`config.mk`:
```
export PLATFORM = sky130hd
export DESIGN_NAME = ctrl_seq_unit
export DESIGN_NICKNAME = d
export VERILOG_FILES = /design/src/rtl/ctrl_seq_unit.sv
export SDC_FILE = /design/constraint.sdc
export NUM_CORES = 1
export LEC_CHECK = 0
export CAP_MARGIN = 5
export CORE_MARGIN = 1.5
export CORE_UTILIZATION = 44
export DETAILED_ROUTE_END_ITERATION = 16
export PLACE_DENSITY = 0.75
export SYNTH_ARGS = -nofsm -noshare
export SYNTH_HDL_FRONTEND = slang
export SYNTH_SLANG_ARGS = --single-unit
```
`constraint.sdc`:
```
create_clock -name clk -period 5 [get_ports clk]
set_input_delay 1.25 -clock clk [delete_from_list [all_inputs] [get_ports clk]]
set_output_delay 1.25 -clock clk [all_outputs]
set_load 0.02 [all_outputs]
```
`src/rtl/ctrl_seq_unit.sv`:
```
// Registered control unit: decodes one opcode per cycle into an EX register,
// keeps the architectural flags, and stalls fetch for multiplies and taken jumps.
module ctrl_seq_unit #(
   parameter int unsigned OP_W      = 6,
   parameter int unsigned MUL_LAT   = 3,
   parameter int unsigned FLAG_MODE = 0
) (
   input  logic            clk,
   input  logic            rst,
   input  logic            op_valid,
   input  logic [OP_W-1:0] op,
   output logic            op_ready,
   input  logic            zf_in,
   input  logic            sf_in,
   input  logic            cf_in,
   output logic            ex_valid,
   output logic [3:0]      alu_op,
   output logic            imm_select,
   output logic            wreg,
   output logic            jmp_select,
   output logic            illegal,
   output logic            zf,
   output logic            sf,
   output logic            cf
);

   localparam int unsigned CNT_W = (MUL_LAT > 1) ? $clog2(MUL_LAT) : 1;
   localparam int unsigned ALU_W = 4;

   typedef enum logic {
      ST_RUN = 1'b0,
      ST_MUL = 1'b1
   } state_e;

   state_e             state_q, state_d;
   logic [CNT_W-1:0]   cnt_q, cnt_d;
   logic               ex_valid_q, ex_valid_d;
   logic [ALU_W-1:0]   alu_q, alu_d;
   logic               imm_q, imm_d;
   logic               wreg_q, wreg_d;
   logic               jmp_q, jmp_d;
   logic               ill_q, ill_d;
   logic               wr_q, wr_d;
   logic               fset_q, fset_d;
   logic [2:0]         flags_q, flags_d;

   logic [ALU_W-1:0]   dec_alu;
   logic               dec_imm, dec_wr, dec_fset, dec_mul, dec_jmp, dec_ill;
   logic               op_hi_nz;
   logic               fwd;
   logic [2:0]         flags_in, eff;
   logic               accept;

   // Condition for jump selector c given flags f = {zf, sf, cf}.
   function automatic logic jmp_cond(input logic [3:0] c, input logic [2:0] f);
      logic z, s, cy;
      z  = f[2];
      s  = f[1];
      cy = f[0];
      case (c)
         4'd0:    jmp_cond = 1'b1;
         4'd1:    jmp_cond = z;
         4'd2:    jmp_cond = ~z;
         4'd3:    jmp_cond = s & ~z;
         4'd4:    jmp_cond = s | z;
         4'd5:    jmp_cond = ~s & ~z;
         4'd6:    jmp_cond = ~s | z;
         4'd7:    jmp_cond = cy;
         4'd8:    jmp_cond = ~cy;
         4'd9:    jmp_cond = z;
         4'd10:   jmp_cond = ~z;
         default: jmp_cond = 1'b0;
      endcase
   endfunction

   // Opcode decode of the incoming fetch word.
   always_comb begin
      dec_alu  = '0;
      dec_imm  = 1'b0;
      dec_wr   = 1'b0;
      dec_fset = 1'b0;
      dec_mul  = 1'b0;
      dec_jmp  = 1'b0;
      dec_ill  = 1'b0;
      op_hi_nz = (op >> 6) != '0;
      if (op_hi_nz) begin
         dec_ill = 1'b1;
      end else if (!op[5] && (op[3:0] <= 4'd9)) begin
         dec_imm  = op[4];
         dec_wr   = (op[3:0] != 4'd9);
         dec_fset = (FLAG_MODE != 0) || (op[3:0] == 4'd9);
         dec_mul  = (op[3:0] == 4'd2);
         case (op[3:0])
            4'd0:    dec_alu = 4'b0000;
            4'd1:    dec_alu = 4'b0100;
            4'd2:    dec_alu = 4'b0001;
            4'd3:    dec_alu = 4'b0010;
            4'd4:    dec_alu = 4'b0110;
            4'd5:    dec_alu = 4'b1010;
            4'd6:    dec_alu = 4'b0011;
            4'd7:    dec_alu = 4'b0111;
            4'd8:    dec_alu = 4'b1011;
            4'd9:    dec_alu = 4'b0100;
            default: dec_alu = 4'b0000;
         endcase
      end else if ((op[5:4] == 2'b11) && (op[3:0] <= 4'd10)) begin
         dec_jmp = 1'b1;
      end else begin
         dec_ill = 1'b1;
      end
   end

   // Next-state, handshake and flag forwarding.
   always_comb begin
      state_d    = state_q;
      cnt_d      = cnt_q;
      ex_valid_d = ex_valid_q;
      alu_d      = alu_q;
      imm_d      = imm_q;
      wr_d       = wr_q;
      fset_d     = fset_q;
      ill_d      = ill_q;
      jmp_d      = 1'b0;
      wreg_d     = 1'b0;
      flags_d    = flags_q;

      fwd      = ex_valid_q & fset_q & (state_q == ST_RUN);
      flags_in = {zf_in, sf_in, cf_in};
      eff      = fwd ? flags_in : flags_q;
      if (fwd) flags_d = flags_in;

      op_ready = (state_q == ST_RUN) & ~(ex_valid_q & jmp_q);
      accept   = op_valid & op_ready;

      case (state_q)
         ST_RUN: begin
            if (accept) begin
               ex_valid_d = 1'b1;
               alu_d      = dec_alu;
               imm_d      = dec_imm;
               wr_d       = dec_wr;
               fset_d     = dec_fset;
               ill_d      = dec_ill;
               jmp_d      = dec_jmp & jmp_cond(op[3:0], eff);
               if (dec_mul && (MUL_LAT > 1)) begin
                  state_d = ST_MUL;
                  cnt_d   = CNT_W'(MUL_LAT - 1);
               end else begin
                  wreg_d = dec_wr;
               end
            end else begin
               ex_valid_d = 1'b0;
               alu_d      = '0;
               imm_d      = 1'b0;
               wr_d       = 1'b0;
               fset_d     = 1'b0;
               ill_d      = 1'b0;
            end
         end
         ST_MUL: begin
            cnt_d = cnt_q - 1'b1;
            // Counter at 1: the coming cycle is the multiply's final EX cycle.
            if (cnt_q == CNT_W'(1)) begin
               state_d = ST_RUN;
               wreg_d  = wr_q;
            end
         end
         default: state_d = ST_RUN;
      endcase
   end

   always_ff @(posedge clk or posedge rst) begin
      if (rst) begin
         state_q    <= ST_RUN;
         cnt_q      <= '0;
         ex_valid_q <= 1'b0;
         alu_q      <= '0;
         imm_q      <= 1'b0;
         wreg_q     <= 1'b0;
         jmp_q      <= 1'b0;
         ill_q      <= 1'b0;
         wr_q       <= 1'b0;
         fset_q     <= 1'b0;
         flags_q    <= '0;
      end else begin
         state_q    <= state_d;
         cnt_q      <= cnt_d;
         ex_valid_q <= ex_valid_d;
         alu_q      <= alu_d;
         imm_q      <= imm_d;
         wreg_q     <= wreg_d;
         jmp_q      <= jmp_d;
         ill_q      <= ill_d;
         wr_q       <= wr_d;
         fset_q     <= fset_d;
         flags_q    <= flags_d;
      end
   end

   assign ex_valid   = ex_valid_q;
   assign alu_op     = alu_q;
   assign imm_select = imm_q;
   assign wreg       = wreg_q;
   assign jmp_select = jmp_q;
   assign illegal    = ill_q;
   assign zf         = flags_q[2];
   assign sf         = flags_q[1];
   assign cf         = flags_q[0];

endmodule

```
Word level (Yosys, flattened, before mapping):

Memories as Yosys holds them, arrays and structs flattened.
Index checks and enable logic that the tools add are counted.

* memories kept: 1
* ROM bits: 64
* word-level logic and storage cells: 84
* input port bits: 12
* register bits: 17
* output and inout port bits: 13

Memories
* (name not given): depth 16, width 4, read ports 1, clocked after Yosys merged registers in 0, wr ports 0, RTL line 93 `case (op[3:0])`

* $lt $le $gt $ge: 2
* equality and inequality tests: 15
* mux-type cells: 32
* add/sub/neg operators: 1
* bitwise logic cells: 15
* reduce and logical (&&, ||, !) cells: 7

Operators with widths (number)
* 1-bit two-way mux: 23
* 4-bit by 3-bit == test with 1-bit output, second input constant: 4
* 4-bit == test, second input constant: 3
* 1-bit case mux with 9 select lines: 1
* 1-bit AND: 8
* 4-bit by 2-bit == test with 1-bit output, second input constant: 2
* 4-bit less-or-equal comparator, second input constant: 2
* 4-bit two-way mux: 2
* 1-bit inverter: 5
* 4-bit by 1-bit == test with 1-bit output, second input constant: 1
* 4-bit zero test: 1
* 2-bit two-way mux: 2
* 2-bit inequality test, second input constant: 2
* 4-bit inequality test, second input constant: 1
* 1-bit case mux with 2 select lines: 2
* 2-bit case mux with 2 select lines: 1
* 2-bit OR reduction: 2
* 3-bit two-way mux: 1
* 2-bit by 1-bit == test with 1-bit output, second input constant: 1
* 2-bit == test, second input constant: 1
* 1-bit logical AND: 2
* 1-bit bitwise OR: 2
* 2-bit AND reduction: 1
* 2-bit by 1-bit subtractor with 2-bit output, second input constant: 1
* 1-bit zero test: 1

Longest topological paths before layout:

* word-level depth: 11
* gate-level depth with buffers: 7

Worst setup path before layout:

No wires, ideal clock.

* kind: input port to flip-flop
* from: in op[0]
* to: reg cnt_q[0]
* cell stages on the path: 7
* data required time: 4.873 ns
* path slack: 2.599 ns
* setup time: 0.127 ns
* data arrival time: 2.275 ns
* cell sequence: inv_1 > ha_1 > inv_1 > nor4_1 > nand3_1 > nand3_1 > o21ai_0

* word-level cells in the longest chain between the ends: 5
* elaborated cells between the ends (all ways): 6
* those cells by class: order compare: 1; eq/ne: 2; mux: 1; reduce/logical: 2

RTL lines
* from (decl): RTL line 11 `input logic [OP_W-1:0] op,`
* 4-bit less-or-equal comparator: RTL line 88 `end else if (!op[5] && (op[3:0] <= 4'd9)) begin`
* 1-bit logical AND: RTL line 88
* 1-bit two-way mux *: RTL line 88
* 2-bit inequality test (no line) *
* 2-bit AND reduction (no line) *
* to (signal assigned): RTL line 187 `cnt_q <= cnt_d;`
* to (decl): RTL line 36 `logic [CNT_W-1:0] cnt_q, cnt_d;`

Every way passes the cells marked *; elsewhere a longest branch is shown, timed or not.
A chain may end at the register's enable or synchronous reset.

Worst setup path after layout:

* from: reg state_q
* to: out op_ready

* word-level cells in the longest chain between the ends: 2

RTL lines
* from (decl): RTL line 35 `state_e state_q, state_d;`
* from (signal assigned): RTL line 186 `state_q <= state_d;`
* 1-bit inverter
* 1-bit AND: RTL line 132 `op_ready = (state_q == ST_RUN) & ~(ex_valid_q & jmp_q);`
* to (decl): RTL line 12 `output logic op_ready,`

No other way between the ends.

==> results_dict.tcl <==
set metrics [dict create \
    tightest_slew_ns 0.647 \
    initial_core_util_pct 48.4 \
    ys_seq_area_share_pct 43.0 \
    synth_edf_count 0 \
    synth_cells 106 \
    fin_skew_ns 0.00615 \
    cts_buffer_depth 2 \
    numClockSinks 17 \
    antenna_found_initial 0 \
    reg2reg_depth 5 \
    ys_warn_count 0 \
    worstSetupPathType "reg -> out" \
    slowest_delay_ns 0.65 \
    cp.depth 2 \
    p_int_w 0.000266 \
    synth-adder-area-share_pct 7.59 \
    power_frac_clock_pct 18.2 \
    synth.distinct_cells 31 \
    peakVddDrop_mv 0.277 \
    first_pass_iters 4 \
    die_w_um 50.4 \
    synth_top_area_share_pct 43.0 \
    design_area_mm2 0.00128 \
    cts_buffers 3 \
    critPathBufInv 1 \
    clkTransAtPathRegs_ns 0.10 \
    ant_nets 0 \
    hold_path_class "reg -> reg" \
    num_antenna_cells 0 \
    floorplan.rows 16 \
    track_usage_pct 19.2 \
    ctsResizeCount 0 \
    fin_crit_ns 3.02 \
    cts_hold_buffers 0 \
    path_cells "a21oi_1, clkdlybuf4s50_1" \
    nets 150 \
    wl_per_cell_um 14.0 \
    required_ns 3.75 \
    io_buffers 24 \
    endpoint "op_ready" \
    rsz0062_at_grt "no" \
    setup_violations 0 \
    clock-root-buffer "clkbuf_4" \
    route.detailed.drc 0 \
    seqPwrFrac_pct 45.5 \
    path_delay_family "buffers and inverters" \
    met1_length_um 967 \
    regToRegStartpoint "state_q" \
    clkLatencyLatePin_ns 0.29 \
    core-area_mm2 0.00204 \
    grt_max_degree 18 \
    dieArea_mm2 0.00254 \
    power_w 0.000411 \
    sw_frac_of_total_pct 35.3 \
    slew-limit-headroom_pct 56.8 \
    synth-compound-area-share_pct 21.1 \
    wl_um 2220 \
    area_growth_pct 29.2 \
    post-synth-top-count-cell "dfrtp_1" \
    die_h_um 50.4 \
    synth_mux_area_share_pct 4.68 \
    status "completed" \
    regToRegSetupSlack_ns 3.14 \
    routed.top_layer "met4" \
    cts_tree "built" \
    dr_wl_met2_um 1090 \
    end_kind "output port" \
    grt_pass1_wl_um 3880 \
    synth_area_um2 988 \
    startpoint_type "register" \
    viasPerCell 5.74 \
    synth.avg_cell_area_um2 9.32 \
    ys_ff_latch 17 \
    r2r_end "jmp_select" \
    switchingPower_w 0.000145 \
    postPlaceCellArea_mm2 0.00125 \
    synthSimpleGateAreaFrac_pct 19.6 \
    async_flop_share_pct 100 \
    regArea_um2 425 \
    crit_start "state_q" \
    gp_congestion 0.864 \
    multi_input_area_um2 524 \
    synth_area_leaders "dfrtp_1, ha_1, nand2_1, o21ai_0, a22o_1" \
    power.density_mw_per_mm2 321 \
    wl_met3_um 145 \
    synth_top_family_by_area "compound AO/OA/AOI/OAI gates" \
    cp_max_fo 15 \
    via_count 907 \
    grt.overflow.total 0 \
    combPwrFrac_pct 36.3 \
    cellLeakagePower_nw 0.581 \
    crit_arrival_ns 1.77 \
    dp_hpwl_um 1670 \
    synthTopCellsByCount "dfrtp_1, nand2_1, o21ai_0" \
    yosysTopAreaCell "dfrtp_1" \
    slowest_stage "clkdlybuf4s50_1" \
    postCtsSetupRepairBufs 0 \
    slew_viol_final 0 \
    drive_above_1_share_pct 5.34 \
    finalCritPeriodShare_pct 60.5 \
    tns_ns 0 \
    top_level_ports 25 \
    fillers 191 \
    drt-initial-drc-count 30 \
    hold_violations 0 \
    grt_pass1_vias 890 \
    ctsHtreeMaxLevel 1 \
    synth_fp_nets 124 \
    fin_util_pct 62.6 \
    synth-xor-area-share_pct 0 \
    maxCapViolCount 0 \
    synth_ff_type "dfrtp_1" \
    fmax_mhz 331 \
]
-- state kept, by name (all words and copies together), names as in the netlist --
| name | cells |
|---|---|
| fset_q | 1 |
| ex_valid | 1 |
| illegal | 1 |
| jmp_select | 1 |
| imm_select | 1 |
| state_q | 1 |
| cnt_q | 2 |
| wr_q | 1 |
| alu_op | 4 |
| flags_q | 3 |
| wreg | 1 |
-- worst min-delay path, cell delays in order (launching register included) --
cell	delay, ns
dfrtp_1	0.36
nand2_1	0.05
nand2_1	0.05
-- cell type report --
class,instances,share of cell area [%]
Tap cell,27,2.64
Timing Repair Buffer,24,18.8
Clock inverter,1,0.392
Sequential cell,17,33.3
Inverter,7,2.06
Multi-Input combinational cell,79,41.0
Clock buffer,3,1.76
-- through the flow --
| stage | setup WS, ns | hold WS, ns | cells |
|---|---|---|---|
| finish | 1.98 | 0.489 | 158 |
| global route | 1.83 | 0.527 | 158 |
| CTS | 1.96 | 0.494 | 158 |
| detailed placement | 1.81 | 0.464 | 154 |
| global placement | 1.89 | 0.457 | 154 |
| floorplan | 2.60 | 0.443 | 106 |
-- worst min path at each step --
stage,startpoint,to,slack (ns),depth (start not counted)
4_1_cts,wr_q,wr_q,0.49,2
5_1_grt,illegal,illegal,0.53,1
6_report,wr_q,wr_q,0.49,2
2_1_floorplan,wr_q,wr_q,0.44,2
3_3_place_gp,wr_q,wr_q,0.46,2
3_5_place_dp,alu_op[2],alu_op[2],0.46,2
-- metal layers --
| metal | vias to the layer above | track usage, % |
|---|---|---|
| met5 | - | 0 |
| met4 | 0 | 1.35 |
| met3 | 2 | 3.27 |
| met2 | 35 | 32.9 |
| met1 | 440 | 26.6 |
| li1 | 430 | - |
-- power groups by stage --
stage	combinational [W]	sequential (W)	clock, W
after CTS	0.000150	0.000187	0.0000770
after global routing	0.000164	0.000192	0.0000847
after global placement	0.000145	0.000187	0
after detailed placement	0.000150	0.000190	0
after floorplan	0.0000795	0.000197	0
final	0.000149	0.000187	0.0000748
-- cell families after synthesis --
family                     Yosys count
and+or+nand+nor                     38
AOI/OAI and AO/OA                   31
DFF                                 17
buffers and inverters               10
adders and majority gates            6
muxes                                4
-- layout by cell type, fill, tap and decap left out --
cell type,Yosys,final
a211o_1,1,1
a211oi_1,1,1
a21o_1,1,1
a21oi_1,6,6
a22o_1,4,4
a2bb2oi_1,2,2
a311oi_1,1,1
a31o_2,1,1
a32o_1,1,1
a32oi_1,1,1
and3b_1,1,1
clkbuf_4,0,3
clkdlybuf4s50_1,0,24
clkinv_2,0,1
dfrtp_1,17,17
ha_1,6,6
inv_1,7,7
mux2_2,1,1
mux2_4,1,1
mux2i_1,2,2
nand2_1,13,13
nand2b_1,3,3
nand3_1,5,5
nand3b_1,3,3
nand4_1,1,1
nor2_1,5,5
nor2b_1,4,4
nor3b_1,1,1
nor4_1,2,2
o21ai_0,8,8
o21bai_1,1,1
o22ai_1,3,3
No activity file was read; power rests on OpenSTA's default activity.
